### src/rtl/fft_vga_pkg.sv
// fft_vga_pkg: bin RAM geometry shared with the VGA renderer,
// plus the bin writer FSM state type (RD/RDWAIT with FFT_BIN_WRITER_PEAK_HOLD_EN).
package fft_vga_pkg;

  localparam int BIN_ADDR_W = 10;
  localparam int BIN_DATA_W = 32;
  localparam int BIN_COUNT  = 1024;

  typedef enum logic [1:0] {
    ST_IDLE   = 2'd0,
    ST_WRITE  = 2'd1
`ifdef FFT_BIN_WRITER_PEAK_HOLD_EN
    ,
    ST_RD     = 2'd2,
    ST_RDWAIT = 2'd3
`endif
  } wr_state_e;

endpackage

### src/rtl/fft_bin_writer.sv
// fft_bin_writer: drains the FFT magnitude stream into the bin RAM,
// one Avalon-MM word write per bin, and flags frame completion.
//
// Ports:
//   clk, reset_n            clock, async active-low reset
//   bin_valid/ready/data    stream input (ready only while idle)
//   bin_sop/bin_eop         frame markers (sop restarts at bin 0)
//   avm_*                   Avalon-MM master to the RAM s1 port
//   frame_done              1-cycle pulse after the eop bin
//   overrun/clr_overrun     sticky bin-index overflow flag, clear
//
// Build option FFT_BIN_WRITER_PEAK_HOLD_EN: read-modify-write each bin,
// storing max(new, stored); sop bins overwrite unconditionally.
module fft_bin_writer
  import fft_vga_pkg::*;
#(
  parameter int ADDR_W    = BIN_ADDR_W,
  parameter int DATA_W    = BIN_DATA_W,
  parameter int NUM_BINS  = BIN_COUNT,
  parameter int BASE_ADDR = 0
) (
  input  logic                clk,
  input  logic                reset_n,
  input  logic                bin_valid,
  output logic                bin_ready,
  input  logic [DATA_W-1:0]   bin_data,
  input  logic                bin_sop,
  input  logic                bin_eop,
  output logic [ADDR_W-1:0]   avm_address,
  output logic                avm_write,
  output logic                avm_read,
  output logic [DATA_W-1:0]   avm_writedata,
  output logic [DATA_W/8-1:0] avm_byteenable,
  input  logic [DATA_W-1:0]   avm_readdata,
  input  logic                avm_waitrequest,
  output logic                frame_done,
  output logic                overrun,
  input  logic                clr_overrun
);

  // One extra bit so NUM_BINS == 2**ADDR_W is representable.
  localparam int IDX_W = ADDR_W + 1;
  localparam logic [IDX_W-1:0] LP_NUM =
    IDX_W'(NUM_BINS);
  localparam logic [ADDR_W-1:0] LP_BASE =
    ADDR_W'(BASE_ADDR);

  wr_state_e          r_state;
  logic [IDX_W-1:0]   r_index;
  logic               r_eop;
  logic               r_ready;
  logic               r_write;
  logic               r_done;
  logic               r_overrun;
  logic [ADDR_W-1:0]  r_addr;
  logic [DATA_W-1:0]  r_wdata;

  logic               w_xfer;
  logic [IDX_W-1:0]   w_eff;
  logic               w_fit;

  // r_ready is high exactly while idle (and low in reset).
  assign w_xfer = bin_valid && r_ready;
  assign w_eff  = bin_sop ? '0 : r_index;
  assign w_fit  = (w_eff < LP_NUM);

`ifdef FFT_BIN_WRITER_PEAK_HOLD_EN
  logic               r_read;
  logic               r_sop;
  logic [DATA_W-1:0]  r_bin;
  logic [DATA_W-1:0]  w_merge;

  // sop bins start the frame fresh; others keep the peak.
  assign w_merge = (r_sop || (r_bin > avm_readdata))
                 ? r_bin : avm_readdata;
  assign avm_read = r_read;
`else
  logic w_unused_rd;

  assign w_unused_rd = ^avm_readdata;
  assign avm_read    = 1'b0;
`endif

  always_ff @(posedge clk or negedge reset_n) begin
    if (!reset_n) begin
      r_state   <= ST_IDLE;
      r_index   <= '0;
      r_eop     <= 1'b0;
      r_ready   <= 1'b0;
      r_write   <= 1'b0;
      r_done    <= 1'b0;
      r_overrun <= 1'b0;
      r_addr    <= '0;
      r_wdata   <= '0;
`ifdef FFT_BIN_WRITER_PEAK_HOLD_EN
      r_read    <= 1'b0;
      r_sop     <= 1'b0;
      r_bin     <= '0;
`endif
    end else begin
      r_done <= 1'b0;
      // A new overrun later in this block overrides the clear.
      if (clr_overrun) r_overrun <= 1'b0;
      unique case (r_state)
        ST_IDLE: begin
          r_ready <= 1'b1;
          if (w_xfer) begin
            r_eop <= bin_eop;
            if (w_fit) begin
              r_index <= w_eff;
              r_ready <= 1'b0;
              r_addr  <= LP_BASE + w_eff[ADDR_W-1:0];
`ifdef FFT_BIN_WRITER_PEAK_HOLD_EN
              r_sop   <= bin_sop;
              r_bin   <= bin_data;
              r_read  <= 1'b1;
              r_state <= ST_RD;
`else
              r_wdata <= bin_data;
              r_write <= 1'b1;
              r_state <= ST_WRITE;
`endif
            end else begin
              // Dropped bin; eop still closes the frame.
              r_overrun <= 1'b1;
              r_index   <= bin_eop ? '0 : w_eff;
              r_done    <= bin_eop;
            end
          end
        end
`ifdef FFT_BIN_WRITER_PEAK_HOLD_EN
        ST_RD: begin
          if (!avm_waitrequest) begin
            r_read  <= 1'b0;
            r_state <= ST_RDWAIT;
          end
        end
        ST_RDWAIT: begin
          // Fixed read latency of one: data is valid now.
          r_wdata <= w_merge;
          r_write <= 1'b1;
          r_state <= ST_WRITE;
        end
`endif
        ST_WRITE: begin
          if (!avm_waitrequest) begin
            r_write <= 1'b0;
            r_ready <= 1'b1;
            r_done  <= r_eop;
            r_index <= r_eop ? '0 : r_index + IDX_W'(1);
            r_state <= ST_IDLE;
          end
        end
        default: begin
          r_state <= ST_IDLE;
        end
      endcase
    end
  end

  assign bin_ready      = r_ready;
  assign avm_address    = r_addr;
  assign avm_write      = r_write;
  assign avm_writedata  = r_wdata;
  assign avm_byteenable = '1;
  assign frame_done     = r_done;
  assign overrun        = r_overrun;

endmodule

### config.mk
export PLATFORM = sky130hd
export DESIGN_NAME = fft_bin_writer
export DESIGN_NICKNAME = d
export VERILOG_FILES = /design/src/rtl/fft_vga_pkg.sv /design/src/rtl/fft_bin_writer.sv
export SDC_FILE = /design/constraint.sdc
export NUM_CORES = 1
export LEC_CHECK = 0
export BUFFER_PORTS_ARGS = -buffer_cell sky130_fd_sc_hd__buf_2
export CORE_ASPECT_RATIO = 1.5
export CORE_MARGIN = 5
export CORE_UTILIZATION = 46
export DETAILED_ROUTE_END_ITERATION = 8
export PLACE_DENSITY = 0.8
export SKIP_LAST_GASP = 1
export SYNTH_ARGS = -nofsm -noshare
export SYNTH_HDL_FRONTEND = slang
export SYNTH_SLANG_ARGS = --single-unit
### constraint.sdc
create_clock -name clk -period 2.3 [get_ports clk]
set_clock_uncertainty 0.15 [all_clocks]
set_input_delay 0.46 -clock clk [delete_from_list [all_inputs] [get_ports clk]]
set_output_delay 0.46 -clock clk [all_outputs]
set_load 0.03 [all_outputs]
Yosys cells after proc, flatten, opt, wreduce, memory -nomap -nowiden
Cells that the tools add are included.
{ "word_totals": {"ff_bits": 60, "in_bits": 71, "out_inout_bits": 51, "elab_cells": 51} }
{ "classes": {"addsub": 1, "order_cmp": 1, "eq_ne": 4, "n_mux": 27, "n_reduce_logical": 9} }
{ "ops": {"columns": ["cell", "n"], "rows": [
  ["two-way mux 11 bit", 6],
  ["one-hot mux 11 bit (2 select lines)", 1],
  ["two-way mux 1 bit", 13],
  ["adder 11 x 1 -> 11 bit (second input constant)", 1],
  ["< comparator 11 bit (second input constant)", 1],
  ["AND reduction 3 bit", 3],
  ["two-way mux 2 bit", 3],
  ["inequality test 2 bit (second input constant)", 3],
  ["one-hot mux 1 bit (2 select lines)", 3],
  ["one-hot mux 2 bit (2 select lines)", 1],
  ["AND reduction 2 bit", 2],
  ["AND reduction 4 bit", 1],
  ["== test 2 x 1 -> 1 bit (second input constant)", 1],
  ["zero test 2 bit", 1],
  ["nonzero test 2 bit", 1],
  ["logical AND 1 bit", 1]
]} }

Logic depth before layout (Yosys ltp)
{ "depth": {"ltp_word": 5, "depth_mapped": 7, "depth_no_buf": 5} }

Least setup slack after synthesis
OpenSTA, ideal clock, no wires.
{ "synth_path": {"path_kind": "flip-flop to flip-flop", "start": "reg, netlist name avm_write", "end": "reg r_wdata[0], in the netlist avm_writedata[0]", "setup_time_ns": 0.117, "arrival_time_ns": 1.369, "required_time_ns": 2.033, "setup_slack_ns": 0.665, "path_stages_with_launch": 8, "n_path_buf": 3, "synth_period_minus_slack_ns": 1.635, "path_cell_list": "dfrtp_1 and3b_1 buf_6 and2_4 buf_6 buf_6 nand2_1 nand2_1"} }
{ "synth_lines": {"columns": ["item", "line_no", "rtl"], "rows": [
  ["end signal: assignment", "fft_bin_writer.sv:119", "r_wdata <= bin_data;"],
  ["end: declaration", "fft_bin_writer.sv:56", "logic [DATA_W-1:0] r_wdata;"]
]} }

==> results.json <==
{
  "outcome": "completed",
  "fillers": 450,
  "p_seq_frac": 0.377,
  "required_ps": 2360,
  "dp_hpwl_um": 4108,
  "worstHoldPathType": "input port to flip-flop",
  "tns_ps": 0,
  "synth-seq-area-share": 0.5783,
  "fmax_ghz": 0.5573,
  "route.detailed.drc": 0,
  "relSlewSlack": 0.6407,
  "finalMaxSlewViolations": 0,
  "cts_resized": 0,
  "yosys_warnings": 0,
  "synth_edf_count": 0,
  "pwr_density_cell_nw_per_um2": 1299,
  "critPathCaptureType": "flip-flop",
  "swShare": 0.4367,
  "synth-async-reset-ratio": 1.000,
  "final_cell_mix": "nand2_1, buf_2, dfrtp_1",
  "final_layout_size_suffix_gt1_frac": 0.2995,
  "grt-ovfl-total": 0,
  "cts_inserted_buffers": 9,
  "finalHoldViolations": 0,
  "ir_drop_mv": 0.4384,
  "pin_count": 122,
  "grt_pass1_wl_um": 9225,
  "syn-instance-count": 274,
  "p_int_uw": 2298,
  "routed_via_density": 4.917,
  "start_kind": "flip-flop",
  "p_clk_frac": 0.210,
  "combPwrFrac": 0.413,
  "worstMarginPinSlew_ps": 536.9,
  "avgSynthCellArea_sq_um": 9.160,
  "cts-root-buf": "clkbuf_8",
  "grt_usage": 0.1643,
  "fin_crit_ps": 1794,
  "cts.sinks": 58,
  "h-tree-depth": 3,
  "clock_path_buffers": 2,
  "seqCellArea_sq_um": 1451,
  "crit_arrival_ps": 1850,
  "grt_max_degree": 59,
  "synth_cell_type_count": 35,
  "die-height_um": 100.5,
  "power.switching_uw": 1782,
  "final_common_cell": "nand2_1",
  "start_util": 0.4676,
  "synth_ff_type": "dfrtp_1",
  "gp_congestion": 0.8336,
  "multi_input_area_sq_um": 930.9,
  "wl_um": 5524,
  "drt_iter0_drc": 139,
  "num_rows": 33,
  "n_antenna_cell": 0,
  "route.vias.total": 2134,
  "worstSetupPathType": "flip-flop to flip-flop",
  "coreArea_sq_um": 5368,
  "portBuffers": 84,
  "dr.pass1.iters": 4,
  "critPathMaxFanout": 24,
  "rsz0062_at_grt": "no",
  "final_nets": 431,
  "die_area_sq_um": 7064,
  "cts_tree": "done",
  "setup_viol": 0,
  "fin_crit_sh": 0.7802,
  "syn_area_sq_um": 2510,
  "reg2reg_slack_ps": 510,
  "grt_antenna_before_repair": 0,
  "total_leakage_power_uw": 0.001704,
  "drv_cap": 0,
  "die_w_um": 70.31,
  "grt_pass1_vias": 2099,
  "fin_util": 0.5851,
  "ys_ff_latch": 58,
  "drtAntennaViolNets": 0,
  "wire_per_inst_um": 12.73,
  "cts.clk_slew.worst_paths_ps": 70,
  "syn_to_final_growth_pct": 25.12,
  "clk_latency_ps": 330
}
[state kept, by name, indices dropped and copies added, names as in the netlist]
name	cells
avm_address	10
r_index	11
avm_writedata	32
frame_done	1
overrun	1
r_eop	1
bin_ready	1
avm_write	1
[layer usage]
layer  wire (um)  global-route usage  vias to the layer above
li1            -                   -                     1048
met2        2879              0.2879                       75
met5           0                   0                        -
met1        2088              0.1703                      994
met3         398             0.04890                       17
met4         158              0.1018                        0
[repair_timing]
action                                 CTS  global route
endpoints found under the hold margin   58             0
buffers inserted                         0             0
hold buffers                             1             0
[area by class of cell]
class / count / area share
repair buffers: 89 / 0.1506
multi-input cells: 199 / 0.2964
flip-flops and latches: 58 / 0.4622
clock buffers: 12 / 0.05259
well taps: 70 / 0.02789
clock inverters: 4 / 0.007968
inverters: 2 / 0.002390
[logic make-up (layout without fill, tap and decap cells)]
kind of cell / Yosys count / in the layout / synth area share
AOI/OAI and AO/OA: 39 / 39 / 0.09173
and+or+nand+nor: 153 / 153 / 0.2632
buffers and inverters: 20 / 107 / 0.05534
adders and majority gates: 1 / 1 / 0.004984
DFF: 58 / 58 / 0.5783
other: 2 / 5 / 0.002992
xor gates and xnor gates: 1 / 1 / 0.003490
[through the flow]
step	hold WS [ps]	power [uW]	worst slack [ps]	cell area (sq um)	std cells
after floorplan	14.41	2783	664.5	2521	277
after global placement	303.2	3195	505.1	2940	417
after detailed placement	307.5	3255	455.1	2940	417
after CTS	140.9	4133	484.8	3141	434
after global routing	159.2	4363	389.7	3141	434
final	166.1	4080	505.5	3141	434
[synth_stat cells (2+ instances only)]
cell,instances,area (sq um)
nand2_1,115,431.7
dfrtp_1,58,1451
o21ai_0,17,85.08
nand2b_1,12,75.07
nor2_1,8,30.03
o21ai_1,8,40.04
buf_2,6,30.03
a21oi_1,5,25.02
buf_4,5,37.54
buf_6,5,56.30
nand4_1,3,18.77
a22o_1,2,17.52
and2_1,2,12.51
and3_1,2,12.51
and4_1,2,17.52
clkbuf_1,2,7.510
conb_1,2,7.510
inv_1,2,7.510
nand3_1,2,10.01
[worst max-delay path: stages, from the launching register on]
cell	delay (ps)
dfrtp_1	450
and3b_1	370
nand2_2	280
buf_4	280
nand2_1	80
nand2_1	60
[path summary, 6_finish.rpt]
kind                            depth (start not counted)                             to                          start
min in group asynchronous                               3     avm_address[5]$_DFFE_PN0P_                        reset_n
worst max-delay path                                    5  avm_writedata[24]$_DFFE_PN0P_          avm_write$_DFFE_PN0P_
worst min register to register                          2  avm_writedata[17]$_DFFE_PN0P_  avm_writedata[17]$_DFFE_PN0P_
max in group asynchronous                               3          bin_ready$_DFFE_PN0P_                        reset_n
worst max register to register                          5  avm_writedata[24]$_DFFE_PN0P_          avm_write$_DFFE_PN0P_
worst min-delay path                                    2              overrun$_DFF_PN0_                    clr_overrun
[power by group through the flow]
| stage | combinational, uW | clock, uW | sequential, uW |
|---|---|---|---|
| after floorplan | 626 | 0 | 2160 |
| after global placement | 1660 | 0 | 1540 |
| after detailed placement | 1700 | 0 | 1560 |
| after CTS | 1710 | 883 | 1540 |
| after global routing | 1850 | 932 | 1590 |
| final | 1690 | 856 | 1540 |
Power figures use the tool's default switching activity.
